--- src/rtl/capture_pkg.sv ---
// Shared types and encodings for the capture_x input-capture peripheral.
package capture_pkg;

    typedef enum logic [1:0] {
        ST_IDLE = 2'd0,
        ST_ARM  = 2'd1,
        ST_MEAS = 2'd2,
        ST_DONE = 2'd3
    } state_e;

    localparam logic [1:0] MODE_PERIOD = 2'b00;
    localparam logic [1:0] MODE_HIGH   = 2'b01;
    localparam logic [1:0] MODE_LOW    = 2'b10;
    localparam logic [1:0] MODE_RSVD   = 2'b11;

    localparam logic [1:0] CH_CTRL   = 2'd0;
    localparam logic [1:0] CH_RESULT = 2'd1;
    localparam logic [1:0] CH_STATUS = 2'd2;
    localparam logic [1:0] CH_LIMIT  = 2'd3;

    localparam int CTRL_EN      = 0;
    localparam int CTRL_MODE    = 1;
    localparam int CTRL_IRQ_EN  = 3;
    localparam int CTRL_ONESHOT = 4;
    localparam int CTRL_W       = 5;

    localparam int STAT_OVF = 1;
    localparam int STAT_W   = 3;

    // Reserved mode 11 measures period.
    function automatic logic is_period(input logic [1:0] mode);
        return (mode == MODE_PERIOD) || (mode == MODE_RSVD);
    endfunction

    function automatic logic starts_on_fall(input logic [1:0] mode);
        return mode == MODE_LOW;
    endfunction

    function automatic logic ends_on_fall(input logic [1:0] mode);
        return mode == MODE_HIGH;
    endfunction

endpackage

--- src/rtl/capture_x_if.sv ---
// Channel-addressed register bus of capture_x plus its level interrupt.
interface capture_x_if #(
    parameter int CNT_W = 32
);
    logic             cap_we;
    logic             cap_re;
    logic [1:0]       cap_ch;
    logic [CNT_W-1:0] cap_val;
    logic [CNT_W-1:0] cap_out;
    logic             cap_irq;

    modport master (
        output cap_we, cap_re, cap_ch, cap_val,
        input  cap_out, cap_irq
    );

    modport slave (
        input  cap_we, cap_re, cap_ch, cap_val,
        output cap_out, cap_irq
    );
endinterface

--- src/rtl/capture_x_sync_edge.sv ---
// Two-flop synchronizer followed by a registered edge detector.
module sync_edge (
    input  logic clk,
    input  logic rst_n,
    input  logic din,
    output logic level,
    output logic rise,
    output logic fall
);
    logic meta_q;
    logic sync_q;
    logic prev_q;
    logic rise_q;
    logic fall_q;

    always_ff @(posedge clk or negedge rst_n) begin
        if (!rst_n) begin
            meta_q <= 1'b0;
            sync_q <= 1'b0;
            prev_q <= 1'b0;
            rise_q <= 1'b0;
            fall_q <= 1'b0;
        end else begin
            meta_q <= din;
            sync_q <= meta_q;
            prev_q <= sync_q;
            rise_q <= sync_q & ~prev_q;
            fall_q <= ~sync_q & prev_q;
        end
    end

    // level is the settled value that the pending edge pulse describes
    assign level = prev_q;
    assign rise  = rise_q;
    assign fall  = fall_q;
endmodule

--- src/rtl/capture_x.sv ---
// Input-capture peripheral: measures period / high width / low width of cap_in in tick units.
//   state | meaning
//   IDLE  | disabled, cnt held at 0
//   ARM   | waiting for the mode's start edge
//   MEAS  | counting ticks until the end edge, timeout or wrap
//   DONE  | one-shot capture taken, holding until CTRL is written
module capture_x
    import capture_pkg::*;
#(
    parameter int CNT_W = 32
) (
    input  logic      clk,
    input  logic      rst_n,
    input  logic      cap_in,
    input  logic      tick,
    capture_x_if.slave bus
);
    state_e             state_q, state_d;
    logic [CTRL_W-1:0]  ctrl_q, ctrl_d;
    logic [CNT_W-1:0]   limit_q, limit_d;
    logic [CNT_W-1:0]   result_q, result_d;
    logic [CNT_W-1:0]   cnt_q, cnt_d;
    logic               valid_q, valid_d;
    logic               ovf_q, ovf_d;

    logic               in_level, in_rise, in_fall;
    logic               rise_ok, fall_ok, start_edge, end_edge;
    logic [1:0]         mode;
    logic               wrap, timeout, busy;
    logic [CNT_W-1:0]   cnt_inc, cnt_sat;
    logic               wr_ctrl, wr_status, wr_limit, rd_result;

    sync_edge u_sync (
        .clk   (clk),
        .rst_n (rst_n),
        .din   (cap_in),
        .level (in_level),
        .rise  (in_rise),
        .fall  (in_fall)
    );

    assign mode       = ctrl_q[CTRL_MODE +: 2];
    assign rise_ok    = in_rise & in_level;
    assign fall_ok    = in_fall & ~in_level;
    assign start_edge = starts_on_fall(mode) ? fall_ok : rise_ok;
    assign end_edge   = ends_on_fall(mode) ? fall_ok : rise_ok;

    assign wrap    = (&cnt_q) & tick;
    assign cnt_inc = cnt_q + CNT_W'(tick);
    assign cnt_sat = wrap ? cnt_q : cnt_inc;
    assign timeout = wrap | ((limit_q != '0) && (cnt_inc >= limit_q));

    assign wr_ctrl   = bus.cap_we && (bus.cap_ch == CH_CTRL);
    assign wr_status = bus.cap_we && (bus.cap_ch == CH_STATUS);
    assign wr_limit  = bus.cap_we && (bus.cap_ch == CH_LIMIT);
    assign rd_result = bus.cap_re && (bus.cap_ch == CH_RESULT);

    always_ff @(posedge clk or negedge rst_n) begin
        if (!rst_n) begin
            state_q  <= ST_IDLE;
            ctrl_q   <= '0;
            limit_q  <= '0;
            result_q <= '0;
            cnt_q    <= '0;
            valid_q  <= 1'b0;
            ovf_q    <= 1'b0;
        end else begin
            state_q  <= state_d;
            ctrl_q   <= ctrl_d;
            limit_q  <= limit_d;
            result_q <= result_d;
            cnt_q    <= cnt_d;
            valid_q  <= valid_d;
            ovf_q    <= ovf_d;
        end
    end

    // Flag clears are applied first so a same-cycle set overrides them.
    always_comb begin
        state_d  = state_q;
        ctrl_d   = ctrl_q;
        limit_d  = limit_q;
        result_d = result_q;
        cnt_d    = cnt_q;
        valid_d  = valid_q;
        ovf_d    = ovf_q;

        if (rd_result)
            valid_d = 1'b0;
        if (wr_status && bus.cap_val[STAT_OVF])
            ovf_d = 1'b0;
        if (wr_limit)
            limit_d = bus.cap_val;

        if (wr_ctrl) begin
            ctrl_d  = bus.cap_val[CTRL_W-1:0];
            cnt_d   = '0;
            state_d = bus.cap_val[CTRL_EN] ? ST_ARM : ST_IDLE;
        end else begin
            case (state_q)
                ST_IDLE: cnt_d = '0;
                ST_ARM: begin
                    if (start_edge) begin
                        cnt_d   = '0;
                        state_d = ST_MEAS;
                    end
                end
                ST_MEAS: begin
                    if (end_edge) begin
                        result_d = cnt_sat;
                        valid_d  = 1'b1;
                        if (ctrl_q[CTRL_ONESHOT])
                            state_d = ST_DONE;
                        else if (is_period(mode))
                            cnt_d = '0;
                        else
                            state_d = ST_ARM;
                    end else if (timeout) begin
                        ovf_d   = 1'b1;
                        cnt_d   = '0;
                        state_d = ST_ARM;
                    end else begin
                        cnt_d = cnt_inc;
                    end
                end
                ST_DONE: state_d = ST_DONE;
                default: state_d = ST_IDLE;
            endcase
        end
    end

    assign busy = (state_q == ST_ARM) || (state_q == ST_MEAS);

    always_comb begin
        bus.cap_out = '0;
        case (bus.cap_ch)
            CH_CTRL:   bus.cap_out = CNT_W'(ctrl_q);
            CH_RESULT: bus.cap_out = result_q;
            CH_STATUS: bus.cap_out = CNT_W'({busy, ovf_q, valid_q});
            CH_LIMIT:  bus.cap_out = limit_q;
            default:   bus.cap_out = '0;
        endcase
    end

    assign bus.cap_irq = ctrl_q[CTRL_IRQ_EN] & (valid_q | ovf_q);

endmodule
--- src/flat_wrapper.sv ---
// flat-port wrapper written by rule: the top's interface ports become plain ports
module capture_x_flat import capture_pkg::*;
#(
    parameter int CNT_W = 32
)
  (clk, rst_n, cap_in, tick, bus_cap_we, bus_cap_re, bus_cap_ch, bus_cap_val, bus_cap_out, bus_cap_irq);
  capture_x_if #(.CNT_W(CNT_W)) bus_i ();
  input  logic clk;
  input  logic rst_n;
  input  logic cap_in;
  input  logic tick;
  input wire logic [$bits(bus_i.cap_we)-1:0] bus_cap_we;
  input wire logic [$bits(bus_i.cap_re)-1:0] bus_cap_re;
  input wire logic [$bits(bus_i.cap_ch)-1:0] bus_cap_ch;
  input wire logic [$bits(bus_i.cap_val)-1:0] bus_cap_val;
  output wire logic [$bits(bus_i.cap_out)-1:0] bus_cap_out;
  output wire logic [$bits(bus_i.cap_irq)-1:0] bus_cap_irq;
  assign bus_i.cap_we = bus_cap_we;
  assign bus_i.cap_re = bus_cap_re;
  assign bus_i.cap_ch = bus_cap_ch;
  assign bus_i.cap_val = bus_cap_val;
  assign bus_cap_out = bus_i.cap_out;
  assign bus_cap_irq = bus_i.cap_irq;
  capture_x #(.CNT_W(CNT_W)) u_core (.clk(clk), .rst_n(rst_n), .cap_in(cap_in), .tick(tick), .bus(bus_i));
endmodule
--- config.mk ---
export PLATFORM = sky130hd
export DESIGN_NAME = capture_x_flat
export DESIGN_NICKNAME = d
export VERILOG_FILES = /design/src/rtl/capture_pkg.sv /design/src/rtl/capture_x_if.sv /design/src/rtl/capture_x_sync_edge.sv /design/src/rtl/capture_x.sv /design/src/flat_wrapper.sv
export SDC_FILE = /design/constraint.sdc
export NUM_CORES = 1
export LEC_CHECK = 0
export CAP_MARGIN = 5
export CELL_PAD_IN_SITES_DETAIL_PLACEMENT = 1
export CELL_PAD_IN_SITES_GLOBAL_PLACEMENT = 1
export CORE_ASPECT_RATIO = 1.25
export CORE_MARGIN = 2
export CORE_UTILIZATION = 48
export CTS_CLUSTER_DIAMETER = 40
export DETAILED_ROUTE_END_ITERATION = 7
export PLACE_DENSITY_LB_ADDON = 0.12
export SLEW_MARGIN = 20
export SYNTH_ARGS = -nofsm -noshare
export SYNTH_HDL_FRONTEND = slang
export SYNTH_HIERARCHICAL = 1
export SYNTH_SLANG_ARGS = --single-unit
--- constraint.sdc ---
create_clock -name clk -period 8.3 [get_ports clk]
set_input_delay 1.66 -clock clk [delete_from_list [all_inputs] [get_ports clk]]
set_output_delay 1.66 -clock clk [all_outputs]
set_load 0.01 [all_outputs]
Word level (Yosys, flattened, before mapping)
Index checks and enable logic that the tools add are counted.
Widths: inputs -> output; s select.
- $add $sub $neg: 1
- multipliers: 0
- div/mod/pow operators: 0
- order comparisons: 1
- eq/ne operators: 14
- shift operators: 0
- multiplexer cells: 28
- bitwise logic cells: 11
- reductions and logical operators: 18
- operators by type and width (kind ; number):
    $mux 32 ; 7
    $pmux 32 s4 ; 1
    $pmux 32 s3 ; 1
    $add 32x1->32 ; 1
    $ge 32x32->1 ; 1
    $reduce_and 32->1 ; 1
    $reduce_bool 32->1 ; 1
    $eq 2x2->1 const B ; 6
    $mux 1 ; 12
    $mux 2 ; 6
    $ne 4x4->1 const B ; 2
    $reduce_and 4->1 ; 2
    $reduce_bool 4->1 ; 2
    $and 1x1->1 ; 6
    $eq 2x1->1 const B ; 3
    $logic_and 1x1->1 ; 6
    $logic_not 2->1 ; 3
    $pmux 2 s3 ; 1
    $ne 5x4->1 const B ; 1
    $ne 4x1->1 const B ; 1
    $ne 3x1->1 const B ; 1
    $not 1->1 ; 3
    $reduce_and 3->1 ; 1
    $logic_or 1x1->1 ; 2
    $or 1x1->1 ; 2
- flip-flop bits (word level): 110
- latch bits: 0
- memory bits (writable): 0
- memory bits (read-only): 0
- input bits: 40
- output and inout port bits: 33
- memories kept: 0

Logic depth before layout (Yosys ltp)
- depth after elaboration: 8
- mapped depth: 17
- depth with buffers taken out: 16

By module
Netlist, hierarchy kept.
- modules (own cells, without submodules) (module ; times used ; cells an instance ; area an instance (µm²) ; sequential area each (µm²)):
    capture_x ; 1 ; 685 ; 6481.2 ; 2627.5
    sync_edge ; 1 ; 7 ; 140.1 ; 125.1

Least setup slack after synthesis
OpenSTA, ideal clock, no wires.
- kind: input to register
- from: in tick
- to: reg u_core.state_q[0]
- arrival: 5.012 ns
- data required time: 8.172 ns
- path slack: 3.160 ns
- cell stages on the path: 16
- cells stage by stage: ha_1 ha_1 nand3_1 nor2_1 and2_1 nand4_1 xor2_1 inv_1 ha_1 nand4_1 or4_1 o32a_1 a21oi_2 o21ai_4 a21oi_4 mux2_1
- word-level cells in the longest chain between the ends: 6
- elaborated cells on any way between the ends: 7
- RTL lines (element ; RTL line ; source):
    from (decl) ; flat_wrapper.sv:11 ; input logic tick;
    $add 32x1->32 ; capture_x.sv:49 ; assign cnt_inc = cnt_q + CNT_W'(tick);
    $ge 32x32->1 ; capture_x.sv:51 ; assign timeout = wrap | ((limit_q != '0) && (cnt_inc >= limit_q));
    $logic_and 1x1->1 ; capture_x.sv:51 ;
    $or 1x1->1 (*) ; capture_x.sv:51 ;
    $ne 4x1->1 (no line) (*) ; n/a ;
    $reduce_and 4->1 (no line) (*) ; n/a ;
    to (signal assigned) ; capture_x.sv:68 ; state_q <= state_d;
    to (decl) ; capture_x.sv:18 ; state_e state_q, state_d;
Mark *: on every way between the ends. The rest lies on a longest branch, timed or not.
A chain may end at the register's enable or synchronous reset.

Worst setup path in the final report
Ends and elaborated chain as after synthesis.

==> metrics.md <==
| Metric | Value |
|---|---|
| Setup crit start | `tick` |
| Die Y | `135 microns` |
| Number of synthesized register bits | `110` |
| Status | `complete, no violations` |
| Antenna fix cells | `0` |
| RR Endpoint | `u_core/state_q[0]$_DFFE_PN0P_` |
| Final hold vios | `0` |
| Worst r2r path cells | `16` |
| Share of total power in combinational logic | `34.8%` |
| Avg Inst Size Synth | `~9.6 sq um` |
| P_sw | `0.000683 W` |
| Vias per inst | `5.75` |
| Hold Path Class | `flop to flop` |
| Nets | `a little over 800` |
| R2r setup slk | `around 3600 ps` |
| Final HPWL from detailed placement | `around 14,000 microns` |
| Fmax | `~160 MHz` |
| Placed cells | `between 900 and 1,000` |
| Hold worst-path end | `u_core/u_sync/sync_q$_DFF_PN0_` |
| Fin crit share | `approximately three quarters` |
| Die width | `109 microns` |
| Final TNS setup | `0 ps` |
| Clk buf depth | `2` |
| Worst Setup Start Kind | `input pin` |
| Cts repair resizes | `0` |
| Total CTS buffers | `9` |
| Share of cells above drive strength 1 | `10.1%` |
| Peak supply drop | `~0.00015 V` |
| Fillers | `1,541` |
| WL per Instance | `20.7 microns` |
| Post-CTS setup buffer count | `0` |
| Number of antenna violations at the first check in global routing | `0` |
| Critical Path RT | `8550 ps` |
| Fin area | `7730 sq um` |
| Hold_sp | `u_core/u_sync/meta_q$_DFF_PN0_` |
| Reg clk slew, reported paths | `80 ps` |
| Share of power burned in registers | `about two fifths` |
| Syn Inst Count | `692` |
| Asr flop ratio synth | `between 90% and 100%` |
| Top Ports | `73` |
| First-pass GRT wire length | `31,100 microns` |
| Number of DRC markers in iteration 0 | `211` |
| CP Max Fanout | `18` |
| Post-synth EDFFs | `0` |
| Crit end category | `flop` |
| Mapped Area | `6620 sq um` |
| Critical Path AT | `6410 ps` |
| Clock tree sinks | `110` |
| Max Clock Skew | `8.60 ps` |
| Pre-antenna DRT Iters | `4` |
| Initial core utilization | `48.6%` |
| Commonest cells post-synth | `dfrtp_1 (110), nand2_1 (91), inv_1 (60)` |
| Detailed Route WL | `19,200 microns` |
| CTS root buf | `clkbuf_16` |
| Largest net degree at the start of global routing | `57` |
| Worst Hold Depth | `0` |
| Power Internal | `0.00112 W` |
| All-Layer GR Usage | `27.6%` |
| Clock share of power | `24.0%` |
| Synth unique cells | `62` |
| MaxCap Viol Count | `0` |
| Post-route DRC | `0` |
| Crit path time final | `6160 ps` |
| Vias post-DR | `5,329` |
| Share of the synthesized area in the top cell type | `41.6%` |
| Syn_nets | `slightly below 800` |
| FP Rows | `48` |
| Largest cells by area after synthesis | `dfrtp_1 (42%), ha_1 (7.6%), mux2_2 (5.4%)` |
| RSZ-0062 raised after global routing | `false` |
| H-tree Lvls | `3` |
| Top-count cell post-synth | `dfrtp_1` |
| Die Area | `14,800 sq um` |
| Placed cell area | `7440 sq um` |
| Final Max Slew Viols | `0` |
| Hold-fix buffers at CTS | `0` |
| ANT nets after route | `0` |
| Pwr dens | `233 nW/um^2` |
| Worst Max-Slew Pin Slew | `roughly 1100 ps` |
| R2R Path Start | `u_core/cnt_q[0]$_DFFE_PN0P_` |
| GPL Wtd Cong | `0.882` |
| Worst-Skew Late Latency | `roughly 370 ps` |
| Port bufs | `72` |
| Most common flop cell mapped by yosys | `dfrtp_1` |
| Slew Limit Headroom | `25.6%` |
| Synth warn | `6` |
| CTS tree | `done` |
| Crit path kind | `input pin to flop` |
| Core area | `approximately 14,000 sq um` |
| Area Growth Syn to Fin | `16.8%` |
| Leak | `roughly 3.6 nW` |
| Register area share after synthesis | `41.6%` |
| Finished Layout Cells | `926` |
| GRT overflow | `0` |
| Leading area contributor after synthesis | `dfrtp_1` |
| Switching share of power | `38.0%` |
| Vias in the first global route | `5,928` |
| Setup violations, final | `0` |
-- worst max-delay path, stage by stage --
cell and delay, ps:
clkdlybuf4s50_1 480, ha_1 190, ha_1 230, nand3_1 330, nor2_1 310, and2_1 270, nand4_1 150, xor2_1 380
inv_1 90, ha_1 290, nand4_1 170, or4_1 570, o32a_1 330, a21oi_2 200, o21ai_4 220, a21oi_4 210
mux2_1 330
-- final cells by class --
type,instances,area [sq um],share of cell area (%)
Multi-Input combinational cell,488,3500,45.2
Inverter,60,225,2.91
Sequential cell,110,2750,35.6
Clock buffer,9,225,2.91
Tap cell,175,219,2.83
Timing Repair Buffer,77,751,9.71
Clock inverter,7,62.6,0.809
-- power by group through the flow --
stage / Clock (W) / Sequential [W] / Combinational, W
CTS: 0.000440 / 0.000740 / 0.000631
finish: 0.000431 / 0.000741 / 0.000627
global placement: 0 / 0.000744 / 0.000601
global route: 0.000462 / 0.000753 / 0.000689
floorplan: 0 / 0.000707 / 0.000421
detailed placement: 0 / 0.000748 / 0.000627
-- layout by cell type (no fill, tap or decap), drive strengths merged, types with 4 or more instances in the layout --
| cell type | n |
|---|---|
| inv | 64 |
| nor4 | 12 |
| xnor2 | 13 |
| and4 | 6 |
| and3 | 5 |
| dfrtp | 110 |
| o21ai | 26 |
| clkdlybuf4s50 | 70 |
| o22a | 5 |
| nor2b | 30 |
| nand3 | 23 |
| nand4 | 15 |
| mux2 | 33 |
| nand2 | 93 |
| buf | 7 |
| o21a | 4 |
| xor2 | 16 |
| ha | 40 |
| o31ai | 19 |
| a21oi | 34 |
| o211ai | 6 |
| a31oi | 8 |
| nor2 | 34 |
| mux2i | 30 |
| clkbuf | 9 |
| nor3 | 5 |
-- per-layer routing --
layer  GRT usage, %  share of wire, %
met1           31.9                40
met2           49.6                53
met5              0                 0
met3           3.70               2.8
met4           13.3               4.5
-- sequential cells by signal, indices dropped and copies added, names as in the netlist --
signal / cells
u_core/cnt_q: 32
u_core/ctrl_q: 5
u_core/limit_q: 32
u_core/ovf_q: 1
u_core/result_q: 32
u_core/state_q: 2
u_core/u_sync/fall: 1
u_core/u_sync/level: 1
u_core/u_sync/meta_q: 1
u_core/u_sync/rise: 1
u_core/u_sync/sync_q: 1
u_core/valid_q: 1
-- cells by family (layout without fill, tap and decap cells) --
| family | after synthesis | after routing | share of synthesized area, % |
|---|---|---|---|
| simple gates | 242 | 242 | 19.2 |
| xor+xnor | 29 | 29 | 3.84 |
| fa+ha+maj | 40 | 40 | 7.56 |
| mux | 66 | 66 | 11.2 |
| buf+inv | 94 | 153 | 5.84 |
| flops | 110 | 110 | 41.6 |
| compound gates | 111 | 111 | 10.8 |
-- how the worst max path moves through the flow --
stage	end	slack, ps	cells past startpoint
2_1_floorplan	u_core/state_q[0]$_DFFE_PN0P_	3160	16
3_3_place_gp	u_core/state_q[0]$_DFFE_PN0P_	1970	17
3_5_place_dp	u_core/state_q[0]$_DFFE_PN0P_	1770	17
4_1_cts	u_core/state_q[0]$_DFFE_PN0P_	2140	17
5_1_grt	u_core/cnt_q[18]$_DFFE_PN0P_	1790	16
6_report	u_core/state_q[0]$_DFFE_PN0P_	2140	17
-- through the flow --
stage / hold WS [ps] / setup slack, ps / utilization (%) / total power (W)
global route: 378 / 1790 / 56.7 / 0.00190
floorplan: 331 / 3160 / - / 0.00113
finish: 356 / 2140 / 56.7 / 0.00180
detailed placement: 342 / 1770 / 54.6 / 0.00138
CTS: 360 / 2140 / 56.7 / 0.00181
global placement: 334 / 1970 / 54.6 / 0.00135
No activity file was read; power rests on OpenSTA's default activity.
